File: config.mk
export PLATFORM = sky130hd
export DESIGN_NAME = comparator_tree
export DESIGN_NICKNAME = d
export VERILOG_FILES = /design/src/rtl/comparator_tree_pkg.sv /design/src/rtl/comparator_node.sv /design/src/rtl/comparator_tree.sv
export SDC_FILE = /design/constraint.sdc
export NUM_CORES = 1
export LEC_CHECK = 0
export BUFFER_PORTS_ARGS = -buffer_cell sky130_fd_sc_hd__buf_2
export CAP_MARGIN = 20
export CORE_ASPECT_RATIO = 0.6
export CORE_UTILIZATION = 30
export DETAILED_ROUTE_END_ITERATION = 16
export MAX_ROUTING_LAYER = met4
export PLACE_DENSITY_LB_ADDON = 0.3
export SLEW_MARGIN = 30
export SYNTH_ARGS = -nofsm -noshare
export SYNTH_HDL_FRONTEND = slang
export SYNTH_HIERARCHICAL = 1
export SYNTH_SLANG_ARGS = --single-unit
File: constraint.sdc
create_clock -name vclk -period 3.7
set_input_delay 0.74 -clock vclk [all_inputs]
set_output_delay 0.74 -clock vclk [all_outputs]
set_load 0.005 [all_outputs]
File: src/rtl/comparator_tree_pkg.sv
// comparator_tree_pkg: shared width default and the (eq, lt) pair passed up the tree.
package comparator_tree_pkg;

    // Default operand width for comparator_tree
    localparam int DEFAULT_WIDTH = 128;

    // Partial comparison result of one operand slice:
    // eq = slices match, lt = op1 slice < op2 slice (unsigned)
    typedef struct packed {
        logic eq;
        logic lt;
    } cmp_t;

endpackage

File: src/rtl/comparator_node.sv
// comparator_node: merges the results of two adjacent slices into the result of the
// combined slice. hi is the more-significant half; it decides unless it is equal.
module comparator_node
    import comparator_tree_pkg::*;
(
    input  cmp_t hi,
    input  cmp_t lo,
    output cmp_t res
);

    assign res.eq = hi.eq & lo.eq;
    assign res.lt = hi.lt | (hi.eq & lo.lt);

endmodule

File: src/rtl/comparator_tree.sv
// comparator_tree: equality, signed and unsigned less-than of two WIDTH-bit operands,
// built as a balanced binary tree of comparator_node instances.
// Optional macro COMPARATOR_TREE_OUTREG_EN registers EQ/LT/LTu (1-cycle latency,
// asynchronous clear on reset). Without it the block is purely combinational and
// clk/reset are unused.
// WIDTH must be a power of two in 2..256.
module comparator_tree
    import comparator_tree_pkg::*;
#(
    parameter int WIDTH = DEFAULT_WIDTH
) (
    input  logic             clk,
    input  logic             reset,
    input  logic [WIDTH-1:0] op1,
    input  logic [WIDTH-1:0] op2,
    output logic             EQ,
    output logic             LT,
    output logic             LTu
);

    localparam int LEVELS = $clog2(WIDTH);

    // Level LEVELS holds one leaf per bit; level 0 holds the single root.
    // Element j of level lv covers bits [(j+1)*WIDTH/2^lv - 1 : j*WIDTH/2^lv].
    for (genvar lv = 0; lv <= LEVELS; lv++) begin : g_level
        cmp_t lvl [1 << lv];

        if (lv == LEVELS) begin : g_leaf
            for (genvar i = 0; i < WIDTH; i++) begin : g_bit
                assign lvl[i].eq = ~(op1[i] ^ op2[i]);
                assign lvl[i].lt = ~op1[i] & op2[i];
            end
        end else begin : g_nodes
            for (genvar j = 0; j < (1 << lv); j++) begin : g_node
                comparator_node u_node (
                    .hi  (g_level[lv+1].lvl[2*j+1]),
                    .lo  (g_level[lv+1].lvl[2*j]),
                    .res (lvl[j])
                );
            end
        end
    end

    cmp_t root;
    logic msb1;
    logic msb2;
    logic eq_c;
    logic lt_c;
    logic ltu_c;

    assign root  = g_level[0].lvl[0];
    assign msb1  = op1[WIDTH-1];
    assign msb2  = op2[WIDTH-1];
    assign eq_c  = root.eq;
    assign ltu_c = root.lt;
    // Sign bits differ: the negative operand is smaller. Sign bits equal: the
    // unsigned ordering of the full words equals the signed ordering.
    assign lt_c  = (msb1 & ~msb2) | (~(msb1 ^ msb2) & ltu_c);

`ifdef COMPARATOR_TREE_OUTREG_EN
    // Output register: cleared asynchronously by reset, otherwise loads the tree result
    always_ff @(posedge clk or posedge reset) begin
        if (reset) begin
            EQ  <= 1'b0;
            LT  <= 1'b0;
            LTu <= 1'b0;
        end else begin
            EQ  <= eq_c;
            LT  <= lt_c;
            LTu <= ltu_c;
        end
    end
`else
    // clk and reset stay on the port list for a uniform interface but carry no logic here
    logic unused_ctrl;
    assign unused_ctrl = clk ^ reset;

    assign EQ  = eq_c;
    assign LT  = lt_c;
    assign LTu = ltu_c;
`endif

endmodule

# Yosys cells after proc, flatten, opt, wreduce, memory -nomap -nowiden
# Cells that the tools add are included.
dict set report totals {
  input_bits 258
  elab_cells 897
  ff_bits 0
  output_inout_bits 3
}
dict set report op_classes {
  bitwise_logic 897
}
# op count
set ops {}
lappend ops {{AND 1 bit} 384}
lappend ops {{NOT 1 bit} 257}
lappend ops {{OR 1 bit} 128}
lappend ops {{XOR 1 bit} 128}

# Logic depth before layout (Yosys ltp)
# Gate-level depths: netlist of the first run.
dict set report logic_depth {
  ltp_word 18
  ltp_mapped 10
  ltp_nobuf 10
}

# By module
# Netlist of the first run, hierarchy kept.
# mod seq_area_each_um2 cells_each area_per_inst_um2 instances
set modules_own_cells {}
lappend modules_own_cells {comparator_tree 0.0 259 2105.8 1}
lappend modules_own_cells {comparator_node 0.0 2 13.8 127}

# Worst setup path before layout of the first run
# Ideal clock, no wire load.
dict set report synth_timing {
  kind {input -> output}
  start {input op1[1]}
  end {output LT}
  stages 10
  path_buffers 0
  t_arrival_ps 2371
  required_time_ps 2960
  slack_ps 589
  cell_sequence {inv_1 ha_1 a21o_1 a21o_1 a21o_1 a21o_1 a21o_1 a21o_1 a21o_1 a21o_1}
}
# item line
set synth_lines {}
lappend synth_lines {{start, declared} comparator_tree.sv:14} ;# input logic [WIDTH-1:0] op1,
lappend synth_lines {{end, declared} comparator_tree.sv:17} ;# output logic LT,

==> reports/summary.txt, run 1 <==
status: completed
I/O Pins: 261
fin util: 0.436
startpoint class of the critical path: input pin
power per cell area: 92.3 mW/mm²
Area contributors post-synth: ha_1, a21o_1, and2_1
# DRC: 0
max cap viols: 0
final period utilization: 0.925
Post-Synthesis Cells: 513
Synth Warn #: 6
post-synth cell types: 4
worst-margin pin slew: 116 ps
Rows: 31
max incr delay on CP: 330 ps
vias in the first global route: 3751
hold bufs inserted after CTS: 0
die extent in x: 148 µm
critical path class: in2out
most used cell, CP: and2_1
CP arrival: 2680 ps
fin nets: 1161
Fin. Hold Viols: 0
Area growth, synth to finish: 39.0%
drt initial violations: 26
total die area: 0.0133 mm²
worst hold path type: in2out
Sequential Area: 0 µm²
crit path capture type: primary output
Post-synth top cells: ha_1, inv_1, a21o_1
Mapped Area: 0.00385 mm²
worst vdd ir: 0.0414 mV
port bufs: 259
Leakage Power: 4.11 nW
Crit. path cell count: 12
highest clock rate: 292 MHz
DP Worst Slack: 263 ps
setup violators final: 0
top-area cell type share of the netlist area: 0.419
die height: 89.8 µm
diode count: 0
ANT nets after route: 0
# resized after CTS: 0
wire length per cell: 10.2 µm
Worst setup endpoint: LT
CP max stage cell: ha_1
vias post-DR: 3883
router iterations before antenna repair: 4
relative slew slack: 0.923
post-synth top area cell: ha_1
crit-path cells: buf_2 > inv_1 > ha_1 > and2_1 > and2_1 > and2_1 > and2_1 > and2_1 > and2_1 > a21o_1 > a21o_1 > buf_2
DRT Wirelength: 9.56 mm
Bufs and invs on worst path: 3
Avg Vias per Cell: 4.14
fin. max-slew vios: 0
Std-Cell Core Area: 0.0123 mm²
GRT overflow: 0
ratio of cells with drive above 1 in the final layout: 0.335
register area share after synthesis: 0
CP max FO: 3
# clk buffers: 0
worst hold stages: 4
initial antenna violation count: 0
syn_nets: 900
Setup Total Neg Slack: 0 ps
Syn Area/Cell: 7.51 µm²
Tmin final: 3420 ps
RSZ-0062 raised after global routing: false
initial core utilization: 0.313
global-route wire length before repair: 15.7 mm
CP startpoint: op1[127]
maximum number of pins on one net before global-route repair: 4
CP Data Required Time: 2960 ps
Detail Placement HPWL: 9.29 mm
postcts setup bufs: 0
Seq Cell Count: 0
routability cong.: 0.775
CP top delay family: simple AND/OR/NAND/NOR gates
total track usage: 0.141
Final Worst Setup Slack: 277 ps
==> worst min-delay path, cell delays in order <==
cell and delay [ps]:
buf_2 90, ha_1 140, a21o_1 70, buf_2 100
==> final cells by class <==
class / instances / area [µm²]
fillers: 1254 / 6940
multi-input cells: 384 / 3370
repair buffers: 259 / 1300
inverters: 129 / 484
well taps: 165 / 206
==> where the power goes <==
group	internal, mW	switching, mW	leakage (nW)	total, mW
Sequential	0	0	0	0
Clock	0	0	0	0
Combinational	0.293	0.202	4.11	0.494
Total	0.293	0.202	4.11	0.494
==> stage by stage <==
step	cells	hold slack [ps]	area (µm²)	total power, mW
after detailed placement	937	1890	5360	0.499
after floorplan	513	1690	3850	0.297
after global routing	937	1920	5360	0.580
final	937	1890	5360	0.494
after CTS	937	1900	5360	0.505
after global placement	937	1900	5360	0.497
==> layout by cell type (no fill, tap or decap) <==
cell type	count
buf_2	259
inv_1	129
ha_1	129
a21o_1	128
and2_1	127
==> cells by family (layout without fill, tap and decap cells) <==
| family | count (synthesis) | after routing | synth area share |
|---|---|---|---|
| fa+ha+maj | 129 | 129 | 0.419 |
| buf+inv | 129 | 388 | 0.126 |
| simple gates | 127 | 127 | 0.206 |
| compound gates | 128 | 128 | 0.249 |
==> routing by layer <==
metal	global-route usage	routed length, µm
met4	0	0
met5	-	0
met2	0.228	3920
met3	0.00964	584
met1	0.202	5050
==> worst min-delay path by stage <==
stage | from | endpoint | slack [ps]
2_1_floorplan | op1[127] | LT | 1690
3_3_place_gp | op1[127] | LT | 1900
3_5_place_dp | op1[127] | LT | 1890
4_1_cts | op1[127] | LT | 1900
5_1_grt | op1[127] | LT | 1920
6_report | op1[127] | LT | 1890
No activity file was read; power rests on OpenSTA's default activity.
==> run 2: changes to the inputs <==
--- a/config.mk
+++ b/config.mk
@@ -5,6 +5,7 @@
 export SDC_FILE = /design/constraint.sdc
 export NUM_CORES = 1
 export LEC_CHECK = 0
+export ABC_AREA = 1
 export BUFFER_PORTS_ARGS = -buffer_cell sky130_fd_sc_hd__buf_2
 export CAP_MARGIN = 20
 export CORE_ASPECT_RATIO = 0.6
==> constraint.sdc (replaced) <==
create_clock -name vclk -period 3.1
set_input_delay 0.62 -clock vclk [all_inputs]
set_output_delay 0.62 -clock vclk [all_outputs]
set_load 0.005 [all_outputs]
==> reports/summary.txt, run 2 <==
Final Worst Setup Slack: 342 ps (was 277 ps)
critical path class: in2out (unchanged)
max incr delay on CP: 280 ps (was 330 ps)
power per cell area: 104 mW/mm² (was 92.3 mW/mm²)
top-area cell type share of the netlist area: 0.359 (was 0.419)
postcts setup bufs: 0 (unchanged)
crit path capture type: primary output (unchanged)
Sw Share: 0.509 (was 0.408)
CP Data Required Time: 2480 ps (was 2960 ps)
worst hold stages: 5 (was 4)
hold path startpoint: op1[127] (unchanged)
Clock power frac: 0 (about the same)
CP max stage cell: ha_1 (unchanged)
Avg Vias per Cell: 3.60 (was 4.14)
status: completed (unchanged)
filler instances: 1629 (was 1254)
most used cell, CP: nand2_1 (was and2_1)
Detail Placement HPWL: 10.2 mm (was 9.29 mm)
Seq Cell Count: 0 (unchanged)
total track usage: 0.141 (about the same)
register area share after synthesis: 0 (unchanged)
hold bufs inserted after CTS: 0 (unchanged)
die extent in x: 160 µm (was 148 µm)
global-route wire length before repair: 18.5 mm (was 15.7 mm)
post-synth top area cell: ha_1 (unchanged)
router iterations before antenna repair: 4 (unchanged)
DP Worst Slack: 303 ps (was 263 ps)
most common cell after layout, fill and taps aside: inv_1 (was buf_2)
max cap viols: 0 (unchanged)
vias in the first global route: 4552 (was 3751)
RSZ-0062 raised after global routing: false (unchanged)
CP arrival: 2140 ps (was 2680 ps)
GRT overflow: 0 (unchanged)
Tmin final: 2760 ps
Sequential Area: 0 µm² (unchanged)
most frequent cells in the layout: inv_1, nand2_1, buf_2 (was buf_2, inv_1, ha_1)
vias post-DR: 4876 (was 3883)
die height: 96.8 µm (was 89.8 µm)
total die area: 0.0155 mm² (was 0.0133 mm²)
Mapped Area: 0.00449 mm² (was 0.00385 mm²)
top-count cell post-synth: inv_1
DRT Wirelength: 10.5 mm (was 9.56 mm)
worst vdd ir: 0.0432 mV (was 0.0414 mV)
initial antenna violation count: 1 (was 0)
Area growth, synth to finish: 34.4% (was 39.0%)
highest clock rate: 363 MHz
Synth Warn #: 6 (unchanged)
maximum number of pins on one net before global-route repair: 4 (unchanged)
post-synth cell types: 3 (was 4)
Area contributors post-synth: ha_1, inv_1, nand2_1 (was ha_1, a21o_1, and2_1)
Hold Slack: 1640 ps (was 1890 ps)
worst hold path type: in2out (unchanged)
Fin. Hold Viols: 0 (unchanged)
startpoint class of the critical path: input pin (unchanged)
fin nets: 1544 (was 1161)
worst-margin pin slew: 161 ps (was 116 ps)
final period utilization: 0.890
I/O Pins: 261 (unchanged)
Leakage Power: 5.20 nW (was 4.11 nW)
# clk buffers: 0 (unchanged)
routability cong.: 0.810 (was 0.775)
# DRC: 0 (unchanged)
ANT nets after route: 0 (unchanged)
net switching power: 0.319 mW (was 0.202 mW)
crit-path cells: buf_2 > inv_1 > ha_1 > nand2_1 > inv_1 > nand2_1 > inv_1 > nand2_1 > inv_1 > nand2_1 > inv_1 > nand2_1 > inv_1 > nand2_1 > inv_1 > nand2_1 > nand2_1 > nand2_1 > nand2_1 > buf_2 (was buf_2 > inv_1 > ha_1 > and2_1 > and2_1 > and2_1 > and2_1 > and2_1 > and2_1 > a21o_1 > a21o_1 > buf_2)
Std-Cell Core Area: 0.0145 mm² (was 0.0123 mm²)
Syn Area/Cell: 5.01 µm² (was 7.51 µm²)
Post-Synthesis Cells: 896 (was 513)
# resized after CTS: 0 (unchanged)
Gate power share: 1.000 (about the same)
ratio of cells with drive above 1 in the final layout: 0.224 (was 0.335)
syn_nets: 1283 (was 900)
Rows: 34 (was 31)
fin. max-slew vios: 0 (unchanged)
wire length per cell: 7.77 µm (was 10.2 µm)
Post-synth top cells: inv_1, nand2_1, ha_1 (was ha_1, inv_1, a21o_1)
setup violators final: 0 (unchanged)
hold path endpoint: LT (unchanged)
CP max FO: 2 (was 3)
drt initial violations: 103 (was 26)
power share of the sequential group: 0 (about the same)
multi-input logic area: 0.00305 mm² (was 0.00337 mm²)
internal power: 0.309 mW (was 0.293 mW)
initial core utilization: 0.309 (was 0.313)
Setup Total Neg Slack: 0 ps (unchanged)
port bufs: 259 (unchanged)
relative slew slack: 0.893 (was 0.923)
## run 2: layer usage
metal / track usage / up-vias / part of all wire
met3: 0.0124 / 4 / 0.052
met5: - / - / 0
met1: 0.203 / 1803 / 0.54
met4: 0.00586 / 0 / 0.0044
met2: 0.224 / 112 / 0.40
li1: - / 2957 / -
## run 2: how the worst max path moves through the flow
stage | startpoint | end | slack, ps | cells after the start
final | op1[111] | LT | 340 | 20
after global routing | op1[63] | LT | 50 | 20
after CTS | op1[111] | LT | 290 | 20
after detailed placement | op1[111] | LT | 300 | 20
after global placement | op1[111] | LT | 300 | 20
after floorplan | op1[127] | LT | 720 | 18
## run 2: layout make-up
| type | instances | area share |
|---|---|---|
| Antenna cell | 1 | 0.000414 |
| Multi-Input combinational cell | 512 | 0.505 |
| Inverter | 384 | 0.239 |
| Timing Repair Buffer | 259 | 0.215 |
| Tap cell | 198 | 0.0410 |
## run 2: kinds of logic (layout without fill, tap and decap cells)
kind of cell	after synthesis	count (layout)	synth area share
simple gates	383	383	0.320
fa+ha+maj	129	129	0.359
other cells	0	1	0
buf+inv	384	643	0.321
## run 2: power groups by stage
stage	registers, mW	logic (mW)	clock network, mW
finish	0	0.628	0.0000000431
global route	0	0.766	0.0000000431
CTS	0	0.641	0
detailed placement	0	0.635	0
global placement	0	0.628	0
floorplan	0	0.389	0
## run 2: worst max-delay path, delay by kind of cell
kind / cells / cell delay (ps)
adder cells (fa/ha/maj): 1 / 280
buffers and inverters: 9 / 640
AND/OR/NAND/NOR: 10 / 580
## run 2: through the flow
step | cell area (µm²) | power (mW) | util | cells
after detailed placement | 6040 | 0.635 | 0.415 | 1353
after CTS | 6040 | 0.641 | 0.415 | 1353
after global placement | 6040 | 0.628 | 0.415 | 1353
final | 6040 | 0.628 | 0.415 | 1354
after global routing | 6040 | 0.766 | 0.415 | 1354
after floorplan | 4490 | 0.389 | - | 896
==> run 3: changes to the inputs <==
--- a/config.mk
+++ b/config.mk
@@ -11,6 +11,7 @@
 export CORE_ASPECT_RATIO = 0.6
 export CORE_UTILIZATION = 30
 export DETAILED_ROUTE_END_ITERATION = 16
+export GPL_TIMING_DRIVEN = 0
 export MAX_ROUTING_LAYER = met4
 export PLACE_DENSITY_LB_ADDON = 0.3
 export SLEW_MARGIN = 30
==> reports/summary.txt, run 3 (synthesis results as in run 2) <==
Fin. Hold Viols: 0 (unchanged)
CP max FO: 2 (unchanged)
GRT overflow: 0 (unchanged)
startpoint class of the critical path: input pin (unchanged)
Overall Power: 0.629 mW (was 0.628 mW)
die extent in x: 160 µm (unchanged)
DRT Wirelength: 10.6 mm (was 10.5 mm)
fin nets: 1544 (unchanged)
RSZ-0062 raised after global routing: false (unchanged)
Tmin final: 2790 ps (was 2760 ps)
global-route wire length before repair: 18.4 mm (was 18.5 mm)
Finished Layout Cells: 1354 (unchanged)
final period utilization: 0.900 (was 0.890)
ANT nets after route: 0 (unchanged)
CP startpoint: op1[111] (unchanged)
total die area: 0.0155 mm² (unchanged)
initial antenna violation count: 1 (unchanged)
worst vdd ir: 0.0432 mV (about the same)
# clk buffers: 0 (unchanged)
postcts setup bufs: 0 (unchanged)
I/O Pins: 261 (unchanged)
power per cell area: 104 mW/mm² (about the same)
worst-margin pin slew: 157 ps (was 161 ps)
highest clock rate: 358 MHz (was 363 MHz)
Final Cell Area: 0.00604 mm² (unchanged)
initial core utilization: 0.309 (unchanged)
Worst setup endpoint: LT (unchanged)
Rows: 34 (unchanged)
maximum number of pins on one net before global-route repair: 4 (unchanged)
# DRC: 0 (unchanged)
CP arrival: 2170 ps (was 2140 ps)
most common cell after layout, fill and taps aside: inv_1 (unchanged)
total track usage: 0.141 (about the same)
die height: 96.8 µm (unchanged)
status: completed (unchanged)
fin. max-slew vios: 0 (unchanged)
max cap viols: 0 (unchanged)
crit path capture type: primary output (unchanged)
Leakage Power: 5.20 nW (unchanged)
Seq Cell Count: 0 (unchanged)
setup violators final: 0 (unchanged)
router iterations before antenna repair: 4 (unchanged)
Detail Placement HPWL: 10.2 mm (about the same)
Std-Cell Core Area: 0.0145 mm² (unchanged)
Inst Count DP: 1353 (unchanged)
hold bufs inserted after CTS: 0 (unchanged)
wire length per cell: 7.83 µm (was 7.77 µm)
Setup Total Neg Slack: 0 ps (unchanged)
critical path class: in2out (unchanged)
DP Area: 0.00604 mm² (unchanged)
routability cong.: 0.810 (about the same)
most frequent cells in the layout: inv_1, nand2_1, buf_2 (unchanged)
ratio of cells with drive above 1 in the final layout: 0.224 (unchanged)
Area growth, synth to finish: 34.4% (unchanged)
worst hold path type: in2out (unchanged)
# resized after CTS: 0 (unchanged)
drt initial violations: 90 (was 103)
filler instances: 1657 (was 1629)
vias in the first global route: 4483 (was 4552)
Sequential Area: 0 µm² (unchanged)
vias post-DR: 4891 (was 4876)
relative slew slack: 0.895 (was 0.893)
Avg Vias per Cell: 3.61 (was 3.60)
port bufs: 259 (unchanged)
CP Data Required Time: 2480 ps (about the same)
## run 3: cell counts in the layout (fill, tap and decap cells not counted)
Identical to the previous run, type by type.
## run 3: how the worst min path moves through the flow
stage | startpoint | endpoint | slack (ps) | depth (start not counted)
after global routing | op1[127] | LT | 1710 | 5
after CTS | op1[127] | LT | 1650 | 5
after floorplan | op1[127] | LT | 1450 | 3
after global placement | op1[127] | LT | 1640 | 5
after detailed placement | op1[127] | LT | 1650 | 5
final | op1[127] | LT | 1640 | 5
## run 3: layout make-up
class / instances / area, µm² / area share
well taps: 198 / 248 / 0.0410
inverters: 384 / 1440 / 0.239
diodes: 1 / 2.50 / 0.000414
multi-input cells: 512 / 3050 / 0.505
repair buffers: 259 / 1300 / 0.215
## run 3: stage by stage
stage / setup slack, ps / hold slack, ps / util
6_report: 310 / 1640 / 0.415
5_1_grt: 16.5 / 1710 / 0.415
4_1_cts: 266 / 1650 / 0.415
3_5_place_dp: 277 / 1650 / 0.415
3_3_place_gp: 281 / 1640 / 0.415
2_1_floorplan: 715 / 1450 / -
## run 3: layer usage
metal  part of all wire  global-route usage  wire (µm)  vias up
met5                  0                   -          0        -
met4             0.0038             0.00879         40        0
met3              0.056              0.0142        596        4
met2               0.39               0.217       4150      114
met1               0.55               0.205       5810     1818
li1                   -                   -          -     2955
## run 3: report_power, final
| part | internal, mW | switching (mW) | leakage (nW) |
|---|---|---|---|
| Combinational | 0.309 | 0.320 | 5.20 |
| Sequential | 0 | 0 | 0 |
| Clock | 0.0000000432 | 0 | 0.00000634 |
## run 3: critical path, stage by stage
cell and delay (ps):
buf_2 70, inv_1 30, ha_1 280, nand2_1 50, inv_1 70, nand2_1 50
inv_1 60, nand2_1 60, inv_1 130, nand2_1 70, inv_1 50, nand2_1 40
inv_1 60, nand2_1 50, inv_1 80, nand2_1 70, nand2_1 100, nand2_1 60
nand2_1 50, buf_2 100
